[config.mk]
export PLATFORM = sky130hd
export DESIGN_NAME = pipeexe_md
export DESIGN_NICKNAME = d
export VERILOG_FILES = /design/src/rtl/pipeexe_md.sv
export SDC_FILE = /design/constraint.sdc
export NUM_CORES = 1
export LEC_CHECK = 0
export ABC_CLOCK_PERIOD_IN_PS = 17100
export CAP_MARGIN = 20
export CORE_MARGIN = 4
export CORE_UTILIZATION = 60
export DETAILED_ROUTE_END_ITERATION = 8
export PLACE_DENSITY = 0.83
export REMOVE_ABC_BUFFERS = 1
export SLEW_MARGIN = 20
export SYNTH_ARGS = -nofsm -noshare
export SYNTH_HDL_FRONTEND = slang
export SYNTH_SLANG_ARGS = --single-unit
[constraint.sdc]
create_clock -name clock -period 17.1 [get_ports clock]
set_input_delay 1.71 -clock clock [delete_from_list [all_inputs] [get_ports clock]]
set_output_delay 1.71 -clock clock [all_outputs]
set_load 0.005 [all_outputs]
[src/rtl/pipeexe_md.sv]
// pipeexe_md: EXE stage of the pipelined MIPS core -- combinational ALU/JAL result path
// plus a background iterative multiply/divide unit that owns the HI/LO registers.
module pipeexe_md #(
  parameter int XLEN = 32
) (
  input  logic            clock,
  input  logic            resetn,
  input  logic            evalid,
  input  logic [3:0]      ealuc,
  input  logic            ealuimm,
  input  logic            eshift,
  input  logic            ejal,
  input  logic [2:0]      emdop,
  input  logic [XLEN-1:0] ea,
  input  logic [XLEN-1:0] eb,
  input  logic [XLEN-1:0] eimm,
  input  logic [XLEN-1:0] epc4,
  input  logic [4:0]      ern0,
  output logic [XLEN-1:0] ealu,
  output logic [4:0]      ern,
  output logic            estall,
  output logic            ebusy,
  output logic [XLEN-1:0] hi,
  output logic [XLEN-1:0] lo
);
  localparam int SW = $clog2(XLEN);
  localparam int CW = SW + 1;

  localparam logic [2:0] MD_MULT  = 3'd1;
  localparam logic [2:0] MD_MULTU = 3'd2;
  localparam logic [2:0] MD_DIV   = 3'd3;
  localparam logic [2:0] MD_DIVU  = 3'd4;
  localparam logic [2:0] MD_MFHI  = 3'd5;
  localparam logic [2:0] MD_MFLO  = 3'd6;

  typedef enum logic {IDLE, BUSY} state_t;

  state_t            state, state_nxt;
  logic [CW-1:0]     cnt;
  logic              op_div, sgn_a, sgn_b;
  logic [XLEN-1:0]   mag_a, mag_b;
  logic [2*XLEN-1:0] acc;

  logic md_op, hilo_rd, issue, done;

  assign md_op   = (emdop >= MD_MULT) && (emdop <= MD_DIVU);
  assign hilo_rd = (emdop == MD_MFHI) || (emdop == MD_MFLO);
  assign issue   = (state == IDLE) && evalid && md_op;
  assign done    = (state == BUSY) && (cnt == CW'(1));

  // ---------------- ALU path ----------------
  logic [XLEN-1:0] imm_sh, sa, alu_a, alu_b, alu_r;
  logic [SW-1:0]   shamt;

  // NOTE: every always_comb output gets a default first so no path can infer a latch.
  always_comb begin
    imm_sh = eimm >> 6;
    sa     = imm_sh & XLEN'(31);
    alu_a  = eshift ? sa : ea;
    alu_b  = ealuimm ? eimm : eb;
    shamt  = alu_a[SW-1:0];
  end

  // Shifts and LUI operate on B; A supplies the shift amount.
  always_comb begin
    alu_r = alu_a + alu_b;
    casez (ealuc)
      4'b?000: alu_r = alu_a + alu_b;
      4'b?100: alu_r = alu_a - alu_b;
      4'b?001: alu_r = alu_a & alu_b;
      4'b?101: alu_r = alu_a | alu_b;
      4'b?010: alu_r = alu_a ^ alu_b;
      4'b?110: alu_r = alu_b << (XLEN / 2);
      4'b0011: alu_r = alu_b << shamt;
      4'b0111: alu_r = alu_b >> shamt;
      4'b1111: alu_r = $signed(alu_b) >>> shamt;
      default: alu_r = alu_a + alu_b;
    endcase
  end

  always_comb begin
    if (ejal)                   ealu = epc4 + XLEN'(4);
    else if (emdop == MD_MFHI)  ealu = hi;
    else if (emdop == MD_MFLO)  ealu = lo;
    else                        ealu = alu_r;
  end

  always_comb begin
    if (ejal)       ern = 5'd31;
    else if (md_op) ern = 5'd0;
    else            ern = ern0;
  end

  // ---------------- mul/div control FSM ----------------
  // NOTE: sequential state uses non-blocking assignments so all registers update together.
  always_ff @(posedge clock or negedge resetn) begin
    if (!resetn) state <= IDLE;
    else         state <= state_nxt;
  end

  always_comb begin
    state_nxt = state;
    case (state)
      IDLE:    if (issue) state_nxt = BUSY;
      BUSY:    if (done)  state_nxt = IDLE;
      default: state_nxt = IDLE;
    endcase
  end

  always_comb begin
    ebusy  = (state == BUSY);
    estall = evalid && (state == BUSY) && (md_op || hilo_rd);
  end

  // ---------------- operand capture ----------------
  logic            op_signed, op_is_div, sgn_a_in, sgn_b_in;
  logic [XLEN-1:0] mag_a_in, mag_b_in;

  always_comb begin
    op_signed = (emdop == MD_MULT) || (emdop == MD_DIV);
    op_is_div = (emdop == MD_DIV) || (emdop == MD_DIVU);
    sgn_a_in  = op_signed & ea[XLEN-1];
    sgn_b_in  = op_signed & eb[XLEN-1];
    mag_a_in  = sgn_a_in ? -ea : ea;
    mag_b_in  = sgn_b_in ? -eb : eb;
  end

  // ---------------- one iteration + final sign fix ----------------
  // Multiply: acc = {partial, multiplier}, shift right. Divide: acc = {remainder, dividend/quotient}.
  logic [XLEN:0]     mul_sum, div_r, div_diff;
  logic [2*XLEN-1:0] acc_nxt, prod;
  logic [XLEN-1:0]   q_mag, r_mag, res_hi, res_lo;

  always_comb begin
    mul_sum  = {1'b0, acc[2*XLEN-1:XLEN]} + (acc[0] ? {1'b0, mag_a} : '0);
    div_r    = acc[2*XLEN-1:XLEN-1];
    div_diff = div_r - {1'b0, mag_b};
    if (!op_div)
      acc_nxt = {mul_sum, acc[XLEN-1:1]};
    else if (!div_diff[XLEN])
      acc_nxt = {div_diff[XLEN-1:0], acc[XLEN-2:0], 1'b1};
    else
      acc_nxt = {div_r[XLEN-1:0], acc[XLEN-2:0], 1'b0};

    q_mag  = acc_nxt[XLEN-1:0];
    r_mag  = acc_nxt[2*XLEN-1:XLEN];
    prod   = (sgn_a ^ sgn_b) ? -acc_nxt : acc_nxt;
    res_hi = prod[2*XLEN-1:XLEN];
    res_lo = prod[XLEN-1:0];
    if (op_div) begin
      if (mag_b == '0) begin
        // Divide by zero returns the dividend exactly as it was presented.
        res_lo = '1;
        res_hi = sgn_a ? -mag_a : mag_a;
      end else begin
        res_lo = (sgn_a ^ sgn_b) ? -q_mag : q_mag;
        res_hi = sgn_a ? -r_mag : r_mag;
      end
    end
  end

  always_ff @(posedge clock or negedge resetn) begin
    if (!resetn) begin
      cnt    <= '0;
      op_div <= 1'b0;
      sgn_a  <= 1'b0;
      sgn_b  <= 1'b0;
      mag_a  <= '0;
      mag_b  <= '0;
      acc    <= '0;
      hi     <= '0;
      lo     <= '0;
    end else if (issue) begin
      cnt    <= CW'(XLEN);
      op_div <= op_is_div;
      sgn_a  <= sgn_a_in;
      sgn_b  <= sgn_b_in;
      mag_a  <= mag_a_in;
      mag_b  <= mag_b_in;
      acc    <= {{XLEN{1'b0}}, (op_is_div ? mag_a_in : mag_b_in)};
    end else if (state == BUSY) begin
      cnt <= cnt - CW'(1);
      acc <= acc_nxt;
      if (done) begin
        hi <= res_hi;
        lo <= res_lo;
      end
    end
  end

endmodule

==> load_flow_metrics.sql <==
INSERT INTO impl_metrics (metric_group, metric, value, unit) VALUES
('outcome', 'status', 'finished clean', ''),
('grt', 'globalRoute.totalOverflow', '0', ''),
('sta', 'worst_slew_margin_rel', '22.9', '%'),
('power_and_ir_drop', 'power-per-cell-area', '98.9', 'nW/µm²'),
('critical_path', 'worst-setup-path-type', 'input port to output pin', ''),
('finish', 'area_delta_synth_final', '13.4', '%'),
('clock_tree', 'ctsLongestPathBuffers', '3', ''),
('clock_tree', 'cts_inserted_buffers', '22', ''),
('finish', 'n_fill_cell', '3670', ''),
('grt', 'via_count_of_the_first_global_routing_pass', '27584', ''),
('placement', 'detailedPlacementHpwl', '88.6', 'mm'),
('routing', 'drt_iter0_drc', '5522', ''),
('grt', 'global_route_wire_length_before_repair', '171', 'mm'),
('sta', 'max_clock_freq', '97.8', 'MHz'),
('floorplan', 'core_area', '43500', 'µm²'),
('sta', 'timing.clock.skew', '22.7', 'ps'),
('synth', 'synth_simple_gate_area_share', '21.0', '%'),
('grt', 'grt_usage', '46.1', '%'),
('floorplan', 'row_count', '76', ''),
('job', 'cap_violations', '0', ''),
('clock_tree', 'root_buffer_master', 'sky130_fd_sc_hd__clkbuf_16', ''),
('sta', 'finalCriticalPeriod', '10230', 'ps'),
('placement', 'gp_congestion', '1.06', ''),
('grt', 'grt_start_max_net_pins', '104', ''),
('sta', 'final.setup.tns', '0', 'ps'),
('sta', 'final_hold_viol_count', '0', ''),
('clock_tree', 'post-cts-setup-buffer-count', '0', ''),
('critical_path', 'crit_fanout', '63', ''),
('clock_tree', 'tritoncts_clock_tree', 'done', ''),
('clock_tree', 'post_cts_hold_buffer_count', '0', ''),
('clock_tree', 'cts.clk_slew.worst_paths', '70', 'ps'),
('synth', 'synthAdderAreaFrac', '8.13', '%'),
('critical_path', 'worst-endpoint-required', '15390', 'ps'),
('routing', 'drcViolationCount', '0', ''),
('routing', 'antenna_left', '0', ''),
('synth', 'syn_inst', '3708', ''),
('synth', 'dominantRegCellSynth', 'sky130_fd_sc_hd__dfrtp_1', ''),
('finish', 'final_layout_size_suffix_gt1_share', '5.18', '%'),
('synth', 'most_used_standard_cell_by_instance_count_after_synthesis', 'sky130_fd_sc_hd__nand2_1', ''),
('clock_tree', 'htreeDepth', '1', ''),
('synth', 'postSynthRegisterBits', '202', ''),
('synth', 'synth.area.mux_share', '4.71', '%'),
('synth', 'number_of_synthesized_flops_with_an_enable_pin', '0', ''),
('placement', 'port-buffer-count', '248', ''),
('routing', 'wl_per_cell', '26.2', 'µm'),
('synth', 'yosys_warnings', '0', ''),
('clock_tree', 'cts.sinks', '202', ''),
('routing', 'drt_pre_antenna_iters', '8', ''),
('routing', 'drt-vias-per-instance', '7.02', ''),
('sta', 'max_slew.worst_pin.slew', '1140', 'ps'),
('sta', 'worst_hold_check_slack', '538', 'ps'),
('synth', 'synth_largest_type_area_fraction', '19.0', '%'),
('synth', 'synth_cell_type_count', '99', ''),
('floorplan', 'die_w', '219', 'µm'),
('synth', 'synth_area_leader_cell', 'sky130_fd_sc_hd__dfrtp_1', ''),
('floorplan', 'floorplan.io_pins', '249', ''),
('synth', 'ys_top_cells_by_area', 'sky130_fd_sc_hd__dfrtp_1, sky130_fd_sc_hd__ha_1, sky130_fd_sc_hd__a21oi_1', ''),
('power_and_ir_drop', 'static-leakage-power', '0.0131', 'µW'),
('synth', 'synth_area', '26600', 'µm²'),
('synth', 'synth_sequential_area_ratio', '19.0', '%'),
('power_and_ir_drop', 'ir_drop', '0.122', 'mV'),
('floorplan', 'fp.dieArea', '47800', 'µm²'),
('synth', 'post_synth.cell_area_avg', '7.17', 'µm²'),
('floorplan', 'die_height', '219', 'µm'),
('critical_path', 'worstSetupStartpointType', 'input port', ''),
('floorplan', 'initial_core_util', '61.2', '%'),
('critical_path', 'cp_data_arrival_time', '8520', 'ps'),
('clock_tree', 'post_cts.resized_instances', '0', ''),
('sta', 'rsz0062_at_grt', 'no', ''),
('sta', 'min_period_over_period', '59.8', '%'),
('synth', 'synth-xor-area-share', '10.4', '%');
## state kept, by name, summed over array words and instances, names as in the netlist
signal / cells
cnt: 6
ebusy: 1
op_div: 1
lo: 32
sgn_b: 1
acc: 64
sgn_a: 1
mag_b: 32
mag_a: 32
hi: 32
## final timing paths
check                                           to  slack [ps]  cells after the start           startpoint
worst max-delay path                      ealu[28]        6870                     22               eshift
worst min-delay path            cnt[5]$_DFFE_PN0P_         540                      2   cnt[5]$_DFFE_PN0P_
worst max register to register  hi[12]$_DFFE_PN0P_       10290                     23  acc[31]$_DFFE_PN0P_
worst min register to register  cnt[5]$_DFFE_PN0P_         540                      2   cnt[5]$_DFFE_PN0P_
max in group asynchronous       hi[13]$_DFFE_PN0P_       14570                      2               resetn
min in group asynchronous       cnt[4]$_DFFE_PN0P_        1230                      1               resetn
## placed cells by master, fill, tap and decap left out, types with 21 or more instances in the layout
master	synthesis	routed
sky130_fd_sc_hd__nand4_1	27	27
sky130_fd_sc_hd__o31ai_1	42	42
sky130_fd_sc_hd__inv_1	143	143
sky130_fd_sc_hd__clkbuf_16	0	23
sky130_fd_sc_hd__nand3_1	104	103
sky130_fd_sc_hd__nand2_1	420	418
sky130_fd_sc_hd__o21ai_0	329	328
sky130_fd_sc_hd__nor2_1	344	341
sky130_fd_sc_hd__a21o_1	54	54
sky130_fd_sc_hd__o221ai_1	29	29
sky130_fd_sc_hd__nand2b_1	51	51
sky130_fd_sc_hd__o211ai_1	33	33
sky130_fd_sc_hd__xor2_1	119	118
sky130_fd_sc_hd__o21a_1	23	22
sky130_fd_sc_hd__o22a_1	33	33
sky130_fd_sc_hd__mux2i_1	106	101
sky130_fd_sc_hd__nor3_1	66	66
sky130_fd_sc_hd__xnor2_1	196	195
sky130_fd_sc_hd__buf_4	4	56
sky130_fd_sc_hd__or3_1	21	21
sky130_fd_sc_hd__a211oi_1	109	109
sky130_fd_sc_hd__dfrtp_1	202	200
sky130_fd_sc_hd__nor4_1	28	28
sky130_fd_sc_hd__a31oi_1	61	60
sky130_fd_sc_hd__and2_1	46	46
sky130_fd_sc_hd__and3_1	33	33
sky130_fd_sc_hd__clkdlybuf4s50_1	0	244
sky130_fd_sc_hd__a22oi_1	25	25
sky130_fd_sc_hd__a21oi_1	357	357
sky130_fd_sc_hd__ha_1	168	168
## critical path, cell delays in order
cell and delay (ps):
sky130_fd_sc_hd__clkdlybuf4s50_1 460, sky130_fd_sc_hd__buf_4 400, sky130_fd_sc_hd__o21a_2 220, sky130_fd_sc_hd__buf_4 560, sky130_fd_sc_hd__inv_1 80, sky130_fd_sc_hd__buf_4 340, sky130_fd_sc_hd__fa_1 540, sky130_fd_sc_hd__a21o_1 200
sky130_fd_sc_hd__a21oi_1 240, sky130_fd_sc_hd__o21bai_1 120, sky130_fd_sc_hd__a21oi_1 230, sky130_fd_sc_hd__o21ai_0 210, sky130_fd_sc_hd__a41oi_1 460, sky130_fd_sc_hd__o21ai_0 350, sky130_fd_sc_hd__a31o_2 360, sky130_fd_sc_hd__a21oi_1 320
sky130_fd_sc_hd__o21ai_0 290, sky130_fd_sc_hd__a41oi_1 360, sky130_fd_sc_hd__xnor2_1 210, sky130_fd_sc_hd__o211ai_1 140, sky130_fd_sc_hd__o211ai_1 110, sky130_fd_sc_hd__clkdlybuf4s50_1 530
## kinds of logic (layout without fill, tap and decap cells)
kind of cell               after synthesis  in the layout
AOI/OAI and AO/OA                     1292           1292
xor gates and xnor gates               315            315
adders and majority gates              171            171
buffers and inverters                  396            490
DFF                                    202            202
muxes                                  122            122
other                                    0              2
and+or+nand+nor                       1210           1210
## metrics by stage
stage	instance area, µm²	total power [µW]	instances	worst slack, ps	util (%)
after detailed placement	29400	2370	4348	7130	67.6
final	30200	2980	4389	6870	69.4
after floorplan	25600	1840	3459	6260	-
after CTS	30100	2890	4387	7110	69.4
after global routing	30100	3130	4387	6420	69.4
after global placement	29400	2350	4348	7210	67.6
## layer usage
layer,up-vias,share of wire [%],global-route usage (%)
met3,411,16,12.9
met1,14256,39,65.1
met5,-,0.040,0
li1,13590,-,-
met4,6,5.6,19.0
met2,2539,40,66.1
## where the power goes
part,total (µW),switching (µW),internal [µW]
Combinational,1810,1160,643
Clock,522,219,303
Sequential,652,107,546
Total,2980,1490,1490
## cell type report
| class | instances | area (µm²) | share of cell area [%] |
|---|---|---|---|
| Multi-Input combinational cell | 3110 | 20100 | 66.8 |
| Sequential cell | 202 | 5060 | 16.8 |
| Timing Repair Buffer | 304 | 2890 | 9.59 |
| Tap cell | 585 | 732 | 2.43 |
| Clock buffer | 26 | 607 | 2.01 |
| Inverter | 147 | 552 | 1.83 |
| Clock inverter | 13 | 168 | 0.556 |
| Antenna cell | 2 | 5.00 | 0.0166 |
Power figures use the tool's default switching activity.
